### src/rtl/mr_chips_pkg.sv
// Shared definitions for the mr_chips fetch stage and core.
//   fetch_state_e : fetch FSM states (IDLE, FETCH, DRAIN)
//   MR_ADDR_W     : instruction word-address width
//   MR_DATA_W     : instruction width
//   MR_RESET_PC   : default first fetch address after reset
package mr_chips_pkg;

    localparam int unsigned MR_ADDR_W = 16;
    localparam int unsigned MR_DATA_W = 16;
    localparam logic [MR_ADDR_W-1:0] MR_RESET_PC = 16'h0000;

    typedef enum logic [1:0] {
        IDLE  = 2'd0,
        FETCH = 2'd1,
        DRAIN = 2'd2
    } fetch_state_e;

endpackage

### src/rtl/mr_fetch_fifo.sv
// Synchronous instruction FIFO holding {pc, data} entries.
// Ports:
//   clk, reset            : clock, async active-low reset
//   push, push_pc/data    : write an entry at the tail
//   pop                   : drop the head entry (ignored when empty)
//   flush                 : discard all entries (wins over push/pop)
//   head_pc, head_data    : head entry, combinational from storage
//   count, full, empty    : occupancy status
module mr_fetch_fifo #(
    parameter int unsigned DEPTH  = 4,
    parameter int unsigned ADDR_W = mr_chips_pkg::MR_ADDR_W,
    parameter int unsigned DATA_W = mr_chips_pkg::MR_DATA_W,
    localparam int unsigned PTR_W = $clog2(DEPTH),
    localparam int unsigned CNT_W = PTR_W + 1
) (
    input  logic              clk,
    input  logic              reset,
    input  logic              push,
    input  logic [ADDR_W-1:0] push_pc,
    input  logic [DATA_W-1:0] push_data,
    input  logic              pop,
    input  logic              flush,
    output logic [ADDR_W-1:0] head_pc,
    output logic [DATA_W-1:0] head_data,
    output logic [CNT_W-1:0]  count,
    output logic              full,
    output logic              empty
);

    typedef struct packed {
        logic [ADDR_W-1:0] pc;
        logic [DATA_W-1:0] data;
    } entry_t;

    entry_t            mem_q [DEPTH];
    logic [PTR_W-1:0]  rd_q;
    logic [PTR_W-1:0]  wr_q;
    logic [CNT_W-1:0]  cnt_q;
    logic              do_pop;

    assign do_pop    = pop && !empty;
    assign head_pc   = mem_q[rd_q].pc;
    assign head_data = mem_q[rd_q].data;
    assign count     = cnt_q;
    assign full      = (cnt_q == CNT_W'(DEPTH));
    assign empty     = (cnt_q == '0);

    // DEPTH is a power of two, so the pointers wrap naturally.
    always_ff @(posedge clk or negedge reset) begin
        if (!reset) begin
            rd_q  <= '0;
            wr_q  <= '0;
            cnt_q <= '0;
            for (int i = 0; i < DEPTH; i++) begin
                mem_q[i] <= '0;
            end
        end else if (flush) begin
            rd_q  <= '0;
            wr_q  <= '0;
            cnt_q <= '0;
        end else begin
            if (push) begin
                mem_q[wr_q] <= '{pc: push_pc, data: push_data};
                wr_q        <= wr_q + PTR_W'(1);
            end
            if (do_pop) begin
                rd_q <= rd_q + PTR_W'(1);
            end
            case ({push, do_pop})
                2'b10:   cnt_q <= cnt_q + CNT_W'(1);
                2'b01:   cnt_q <= cnt_q - CNT_W'(1);
                default: cnt_q <= cnt_q;
            endcase
        end
    end

endmodule

### src/rtl/mr_fetch_unit.sv
// Instruction fetch/prefetch stage feeding the mr_chips core.
// Ports:
//   clk, reset                       : clock, async active-low reset
//   imem_req/addr/gnt                : request channel to instruction memory
//   imem_rvalid/rdata                : in-order response channel
//   redirect_valid/pc                : fetch restart from the core
//   inst_valid/ready/data/pc         : buffered instruction handshake to the core
//   pc_out                           : next address to be requested
module mr_fetch_unit
    import mr_chips_pkg::*;
#(
    parameter int unsigned       DEPTH    = 4,
    parameter int unsigned       ADDR_W   = mr_chips_pkg::MR_ADDR_W,
    parameter int unsigned       DATA_W   = mr_chips_pkg::MR_DATA_W,
    parameter logic [ADDR_W-1:0] RESET_PC = mr_chips_pkg::MR_RESET_PC
) (
    input  logic              clk,
    input  logic              reset,
    output logic              imem_req,
    output logic [ADDR_W-1:0] imem_addr,
    input  logic              imem_gnt,
    input  logic              imem_rvalid,
    input  logic [DATA_W-1:0] imem_rdata,
    input  logic              redirect_valid,
    input  logic [ADDR_W-1:0] redirect_pc,
    output logic              inst_valid,
    input  logic              inst_ready,
    output logic [DATA_W-1:0] inst_data,
    output logic [ADDR_W-1:0] inst_pc,
    output logic [ADDR_W-1:0] pc_out
);

    localparam int unsigned CNT_W = $clog2(DEPTH) + 1;
    localparam int unsigned OCC_W = CNT_W + 1;

    fetch_state_e      state_q, state_d;
    logic [ADDR_W-1:0] pc_q, pc_d;
    logic [CNT_W-1:0]  outst_q, outst_d;
    logic [CNT_W-1:0]  disc_q, disc_d;
    logic              seen_gnt_q;

    logic [CNT_W-1:0]  fifo_count;
    logic              fifo_full;
    logic              fifo_empty;
    logic [OCC_W-1:0]  occupancy;
    logic              grant;
    logic              rsp_fetch;
    logic              push;
    logic              pop;
    logic              flush;
    logic [ADDR_W-1:0] rsp_pc;

    assign occupancy = {1'b0, fifo_count} + {1'b0, outst_q};
    assign imem_req  = (state_q == FETCH) && (occupancy < OCC_W'(DEPTH)) && !redirect_valid;
    assign imem_addr = pc_q;
    assign pc_out    = pc_q;
    assign grant     = imem_req && imem_gnt;

    // Responses with nothing outstanding are protocol errors and are ignored.
    assign rsp_fetch = imem_rvalid && (state_q == FETCH) && (outst_q != '0);
    assign push      = rsp_fetch && !redirect_valid;
    assign inst_valid = !fifo_empty;
    assign pop       = inst_valid && inst_ready;
    assign flush     = redirect_valid && (state_q != IDLE);

    // Requests are sequential from pc_q, so the oldest outstanding one is pc_q - outst_q.
    assign rsp_pc = pc_q - ADDR_W'(outst_q);

    always_comb begin
        state_d = state_q;
        pc_d    = pc_q;
        outst_d = outst_q;
        disc_d  = disc_q;
        case (state_q)
            IDLE: begin
                state_d = FETCH;
            end
            FETCH: begin
                outst_d = outst_q + CNT_W'(grant) - CNT_W'(rsp_fetch);
                if (grant) begin
                    pc_d = pc_q + ADDR_W'(1);
                end
                if (redirect_valid) begin
                    // Everything still in flight belongs to the old stream.
                    pc_d    = redirect_pc;
                    disc_d  = outst_d;
                    outst_d = '0;
                    if (disc_d != '0) begin
                        state_d = DRAIN;
                    end
                end
            end
            DRAIN: begin
                if (imem_rvalid && (disc_q != '0)) begin
                    disc_d = disc_q - CNT_W'(1);
                end
                if (redirect_valid) begin
                    pc_d = redirect_pc;
                end
                if (disc_d == '0) begin
                    state_d = FETCH;
                end
            end
            default: begin
                state_d = IDLE;
            end
        endcase
    end

    always_ff @(posedge clk or negedge reset) begin
        if (!reset) begin
            state_q    <= IDLE;
            pc_q       <= RESET_PC;
            outst_q    <= '0;
            disc_q     <= '0;
            seen_gnt_q <= 1'b0;
        end else begin
            state_q    <= state_d;
            pc_q       <= pc_d;
            outst_q    <= outst_d;
            disc_q     <= disc_d;
            seen_gnt_q <= seen_gnt_q | grant;
            assert (!(push && fifo_full && !pop));
            // Stale responses before the first grant after reset are legal and ignored.
            assert (!(imem_rvalid && seen_gnt_q && (outst_q == '0) && (disc_q == '0)));
        end
    end

    mr_fetch_fifo #(
        .DEPTH  (DEPTH),
        .ADDR_W (ADDR_W),
        .DATA_W (DATA_W)
    ) u_fifo (
        .clk       (clk),
        .reset     (reset),
        .push      (push),
        .push_pc   (rsp_pc),
        .push_data (imem_rdata),
        .pop       (pop),
        .flush     (flush),
        .head_pc   (inst_pc),
        .head_data (inst_data),
        .count     (fifo_count),
        .full      (fifo_full),
        .empty     (fifo_empty)
    );

endmodule
### config.mk
export PLATFORM = sky130hd
export DESIGN_NAME = mr_fetch_unit
export DESIGN_NICKNAME = d
export VERILOG_FILES = /design/src/rtl/mr_chips_pkg.sv /design/src/rtl/mr_fetch_fifo.sv /design/src/rtl/mr_fetch_unit.sv
export SDC_FILE = /design/constraint.sdc
export NUM_CORES = 1
export LEC_CHECK = 0
export CAP_MARGIN = 25
export CORE_MARGIN = 4
export CORE_UTILIZATION = 45
export DETAILED_ROUTE_END_ITERATION = 8
export GPL_TIMING_DRIVEN = 0
export PLACE_DENSITY = 0.67
export SLEW_MARGIN = 10
export SYNTH_ARGS = -nofsm -noshare
export SYNTH_HDL_FRONTEND = slang
export SYNTH_SLANG_ARGS = --single-unit
export TNS_END_PERCENT = 20
### constraint.sdc
create_clock -name clk -period 4.9 [get_ports clk]
set_clock_uncertainty 0.15 [all_clocks]
set_input_delay 0.735 -clock clk [delete_from_list [all_inputs] [get_ports clk]]
set_output_delay 0.735 -clock clk [all_outputs]
set_load 0.05 [all_outputs]
Word-level counts from Yosys, hierarchy flattened
Index checks and enable logic that the tools add are counted.
{"block": "totals", "regBits": 159, "latchBits": 0, "mem_bits_rw": 0, "mem_bits_ro": 0, "input_bits": 38, "output_inout_bits": 66, "mem_count": 0}
{"block": "op_classes", "n_addsub": 10, "n_mul": 0, "n_div": 0, "magnitude_cmp": 4, "eq_ne": 9, "n_shift": 0, "n_mux": 25, "bitwise": 3, "reduce_logical": 28}
{"op": "bitwise mux 128 bit", "count": 1}
{"op": "2-to-1 mux 32 bit", "count": 3}
{"op": "binary-select mux 32 bit (select 2 bit)", "count": 1}
{"op": "demux 32 bit (select 2 bit)", "count": 1}
{"op": "2-to-1 mux 16 bit", "count": 3}
{"op": "case mux 16 bit (2 select lines)", "count": 1}
{"op": "adder 16 x 1 -> 16 bit (second input constant)", "count": 1}
{"op": "subtractor 16 x 3 -> 16 bit", "count": 1}
{"op": "2-to-1 mux 3 bit", "count": 5}
{"op": "2-to-1 mux 2 bit", "count": 7}
{"op": "case mux 3 bit (2 select lines)", "count": 2}
{"op": "nonzero test 3 bit", "count": 4}
{"op": "logical AND 1 bit", "count": 11}
{"op": "nonzero test 2 bit", "count": 4}
{"op": "greater-or-equal comparator 3 bit (second input constant)", "count": 2}
{"op": "logical NOT 3 bit", "count": 2}
{"op": "inequality test 2 bit (second input constant)", "count": 3}
{"op": "NOT 2 -> 3 bit", "count": 2}
{"op": "case mux 2 bit (3 select lines)", "count": 1}
{"op": "AND reduction 3 bit", "count": 2}
{"op": "subtractor 3 x 1 -> 3 bit (second input constant)", "count": 2}
{"op": "adder 2 x 1 -> 2 bit (second input constant)", "count": 2}
{"op": "adder 3 x 3 -> 4 bit", "count": 1}
{"op": "equality test 2 x 1 -> 1 bit (second input constant)", "count": 2}
{"op": "12 further kinds", "count": 15}

Depth between registers and ports, before layout
{"block": "depth", "word_depth": 11, "depth_mapped": 13}

Hierarchy
Synthesis repeated with hierarchy kept, for this count alone.
{"block": "unflattened", "hier_cells": 616, "area_unflattened_um2": 8274.2}
{"mod": "mr_fetch_fifo", "n_inst": 1, "cells_each": 362, "area_each_um2": 6112.1}
{"mod": "mr_fetch_unit", "n_inst": 1, "cells_each": 254, "area_each_um2": 2162.1}

Worst setup path before layout
No wires, ideal clock.
{"block": "synth_path", "kind": "register to register", "start": "reg outst_q[2]", "end": "reg state_q[0]", "setup_time_ps": 126, "arrival_ps": 3102, "slack_ps": 1522, "path_stages_with_launch": 14, "path_buffers": 0, "period_less_slack_ps": 3378, "path_cell_list": "dfrtp_1 > ha_1 > nor3_1 > and4_1 > nand2_1 > ha_1 > inv_1 > ha_1 > inv_1 > fa_1 > xnor2_1 > xnor2_1 > and3b_1 > a221o_1"}
{"block": "synth_between", "elab_chain_len": 10}
{"item": "from (decl)", "line_no": "mr_fetch_unit.sv:38", "source": "logic [CNT_W-1:0] outst_q, outst_d;"}
{"item": "from (signal assigned)", "line_no": "mr_fetch_unit.sv:120", "source": "outst_q <= outst_d;"}
{"item": "adder 3 x 3 -> 4 bit", "line_no": "mr_fetch_unit.sv:53", "source": "assign occupancy = {1'b0, fifo_count} + {1'b0, outst_q};"}
{"item": "less-than comparator 4 x 3 -> 1 bit", "line_no": "mr_fetch_unit.sv:54", "source": "assign imem_req = (state_q == FETCH) && (occupancy < OCC_W'(DEPTH)) && !redirect_valid;"}
{"item": "logical AND 1 bit (2 in a row)", "line_no": "mr_fetch_unit.sv:54"}
{"item": "net imem_req", "line_no": "mr_fetch_unit.sv:19", "source": "output logic imem_req,"}
{"item": "logical AND 1 bit", "line_no": "mr_fetch_unit.sv:57", "source": "assign grant = imem_req && imem_gnt;"}
{"item": "adder 3 x 1 -> 3 bit", "line_no": "mr_fetch_unit.sv:79", "source": "outst_d = outst_q + CNT_W'(grant) - CNT_W'(rsp_fetch);"}
{"item": "subtractor 3 x 1 -> 3 bit", "line_no": "mr_fetch_unit.sv:79"}
{"item": "nonzero test 3 bit", "line_no": "mr_fetch_unit.sv:88", "source": "if (disc_d != '0) begin"}
{"item": "inequality test 2 x 1 -> 1 bit (no source line)"}
{"item": "AND reduction 3 bit (no source line)"}
{"item": "to (signal assigned)", "line_no": "mr_fetch_unit.sv:118", "source": "state_q <= state_d;"}
{"item": "to (decl)", "line_no": "mr_fetch_unit.sv:36", "source": "fetch_state_e state_q, state_d;"}
The timed path passes the listed nets, and every way through them passes these cells.
A chain may end at the register's enable or synchronous reset.

Final worst setup path
{"block": "layout_path", "start": "reg u_fifo.rd_q[0]", "end": "out inst_data[3]"}
{"block": "layout_between", "elab_chain_len": 4}
{"item": "from (decl)", "line_no": "mr_fetch_fifo.sv:36", "source": "logic [PTR_W-1:0] rd_q;"}
{"item": "from (signal assigned)", "line_no": "mr_fetch_fifo.sv:67", "source": "rd_q <= rd_q + PTR_W'(1);"}
{"item": "NOT 2 -> 3 bit (not written as such)", "line_no": "mr_fetch_fifo.sv:43", "source": "assign head_data = mem_q[rd_q].data;"}
{"item": "binary-select mux 32 bit (select 2 bit)", "line_no": "mr_fetch_fifo.sv:43"}
{"item": "2-to-1 mux 32 bit (2 in a row)"}
{"item": "to (decl)", "line_no": "mr_fetch_unit.sv:28", "source": "output logic [DATA_W-1:0] inst_data,"}
Every way passes these cells. The select of a mux whose other input is x is not followed.

==> flow_summary.json <==
{
  "status": "finished clean",
  "drtAntennaViolNets": 0,
  "required_ns": 4.01,
  "critPathLaunchType": "register",
  "setup_violations": 0,
  "slew_violations": 0,
  "synth-seq-cells": 159,
  "tns_ns": 0,
  "final_common_cell": "nand2_1",
  "tightest_slew_ns": 0.959,
  "die_area_um2": 20300,
  "r2r-start": "state_q[0]",
  "cts_tree": "yes",
  "syn_area_um2": 8130,
  "path_class": "register to output pin",
  "min-delay-path-class": "input port to async pin",
  "p_per_area_nw_per_um2": 693,
  "endpoint_kind": "output pin",
  "synth_enable_flop_cells": 0,
  "dr.pass1.iters": 5,
  "vias": 6890,
  "final_cell_mix": "249 x nand2_1, 159 x dfrtp_1, 102 x clkdlybuf4s50_1",
  "ys_warn_count": 0,
  "total_power_mw": 6.98,
  "grt_pass1_wl_um": 37000,
  "seq_power_share_pct": 28.7,
  "switchingPower_mw": 3.12,
  "p_sw_share_pct": 44.7,
  "die_h_um": 142,
  "antennaDiodeCount": 0,
  "fmax_mhz": 243,
  "yosysTopAreaCell": "dfrtp_1",
  "grt_max_degree": 94,
  "grt_usage_pct": 23.1,
  "grt_pass1_vias": 6860,
  "final_nets": 1024,
  "rsz0062_at_grt": "false",
  "cp_max_fo": 10,
  "drt-initial-drc-count": 498,
  "cts_sinks": 159,
  "area_growth_pct": 23.9,
  "slew_headroom_pct": 36.1,
  "layout-drive-gt1-share_pct": 9.27,
  "synthArstFlopShare_pct": 100,
  "dp_hpwl_um": 15500,
  "coreArea_um2": 17500,
  "grt_overflow_total": 0,
  "comb_power_share_pct": 51.6,
  "cts.path.max_buffers": 2,
  "leakage_nw": 4.51,
  "cts_resized": 0,
  "synth_top_cell_area_share_pct": 49.0,
  "cts_root_buffer": "clkbuf_16",
  "reg2reg_slack_ns": 1.58,
  "die_w_um": 142,
  "min_period_ns": 4.12,
  "wl_per_cell_um": 18.6,
  "yosysSeqAreaShare_pct": 49.0,
  "rr_endpoint": "state_q[0]",
  "row_count": 48,
  "drc": 0,
  "cp_data_arrival_time_ns": 3.24,
  "reg2reg_depth": 13,
  "worstSkewPairLatency_ns": 0.43,
  "via_per_inst": 5.71,
  "intPower_mw": 3.86,
  "ir_worst_vdd_v": 0.000467,
  "gp_congestion": 0.841,
  "pin_count": 104,
  "synthTopCellsByArea": "dfrtp_1 49%, nand2_1 12%, mux4_2 8.9%",
  "antenna_found_initial": 0,
  "cts_made_buffers": 17,
  "fill_cells": 1579,
  "ys.flop_type": "dfrtp_1",
  "post-route-period-util_pct": 84.1,
  "initial_core_util_pct": 46.5,
  "synth_nets": 901,
  "timing_hold_violations_final": 0,
  "syn_avg_cell_area_um2": 9.61,
  "ctsHoldBuffers": 0,
  "path_clk_slew_ns": 0.06,
  "clock_power_share_pct": 19.7,
  "post_cts_buffers": 0,
  "drv_cap": 0,
  "port_buffers": 103,
  "synth_cells": 846,
  "ctsHtreeMaxLevel": 4,
  "routed_wl_um": 22500,
  "synth_cell_types": 63
}
cell usage after synthesis (all sizes together), types with 2 or more instances:
| library cell | number |
|---|---|
| nand2 | 249 |
| dfrtp | 159 |
| clkbuf | 51 |
| nor2 | 47 |
| o21ai | 39 |
| a31oi | 36 |
| mux4 | 32 |
| buf | 23 |
| nand3 | 20 |
| inv | 16 |
| o22ai | 15 |
| ha | 14 |
| nor3 | 14 |
| and3 | 11 |
| or3 | 11 |
| a21oi | 7 |
| a2bb2oi | 7 |
| nand4 | 7 |
| nor4 | 7 |
| or4 | 7 |
| o2bb2ai | 6 |
| xnor2 | 6 |
| a22oi | 5 |
| o31ai | 5 |
| nand2b | 4 |
| nor2b | 4 |
| and4 | 3 |
| fa | 3 |
| mux2i | 3 |
| o2bb2a | 3 |
| xor2 | 3 |
| a22o | 2 |
| and3b | 2 |
| o211ai | 2 |
| or2 | 2 |
flip-flops by register name (all words and copies together), names as in the netlist:
register,count
u_fifo.mem_q,128
imem_addr,16
outst_q,3
disc_q,3
u_fifo.rd_q,2
u_fifo.count,3
state_q,2
u_fifo.wr_q,2
per-stage QoR:
stage | std cells | instance area (µm²) | utilization [%] | setup WS (ns) | hold slack (ns)
finish | 1207 | 10100 | 57.6 | 0.778 | 0.194
global route | 1207 | 10100 | 57.6 | 0.552 | 0.259
CTS | 1207 | 10100 | 57.6 | 0.663 | 0.215
detailed placement | 1175 | 9470 | 54.2 | 0.978 | 0.309
global placement | 1174 | 9440 | 54.0 | -3.76 | 0.303
floorplan | 846 | 8130 | - | 1.52 | 0.289
cells by family after synthesis:
logic type	synth area share, %
buffers and inverters	5.14
AO/OA/AOI/OAI	11.3
flip-flops	49.0
adder cells (fa/ha/maj)	2.89
multiplexers	9.24
AND/OR/NAND/NOR	21.5
XOR/XNOR	0.970
worst max-delay path by stage:
| stage | from | endpoint | slack (ns) | cells past startpoint |
|---|---|---|---|---|
| floorplan | outst_q[2] | state_q[0] | 1.52 | 13 |
| global placement | reset | u_fifo.mem_q[87] | -3.76 | 1 |
| detailed placement | redirect_valid | state_q[0] | 0.98 | 13 |
| CTS | u_fifo.rd_q[0] | inst_pc[6] | 0.66 | 4 |
| global route | u_fifo.rd_q[0] | inst_pc[3] | 0.55 | 4 |
| finish | u_fifo.rd_q[0] | inst_data[3] | 0.78 | 4 |
power by group through the flow:
stage,Sequential [mW],Clock (mW),Combinational (mW)
2_1_floorplan,2.13,0,2.34
4_1_cts,2.00,1.39,3.62
6_report,2.00,1.37,3.60
5_1_grt,2.05,1.45,3.85
3_5_place_dp,2.01,0,3.61
3_3_place_gp,2.01,0,3.58
cell type report:
class | instances | area (µm²) | area share [%]
plain buffers | 74 | 354 | 3.52
clock buffers | 23 | 468 | 4.65
clock inverters | 9 | 133 | 1.32
inverters | 17 | 63.8 | 0.634
multi-input cells | 596 | 3730 | 37.0
flip-flops and latches | 159 | 3980 | 39.5
well taps | 225 | 282 | 2.80
repair buffers | 104 | 1060 | 10.6
worst max-delay path, cell delays in order (launching register included):
cell	delay [ns]
dfrtp_1	0.32
clkbuf_1	0.37
buf_1	0.77
mux4_2	0.62
clkdlybuf4s50_1	0.72
layer usage:
layer	vias up	GRT usage, %	share of wire [%]
li1	3200	-	-
met1	3419	32.9	45
met2	253	36.6	48
met3	18	4.74	6.0
met4	0	5.75	0.96
met5	-	0	0
Power figures use the tool's default switching activity.
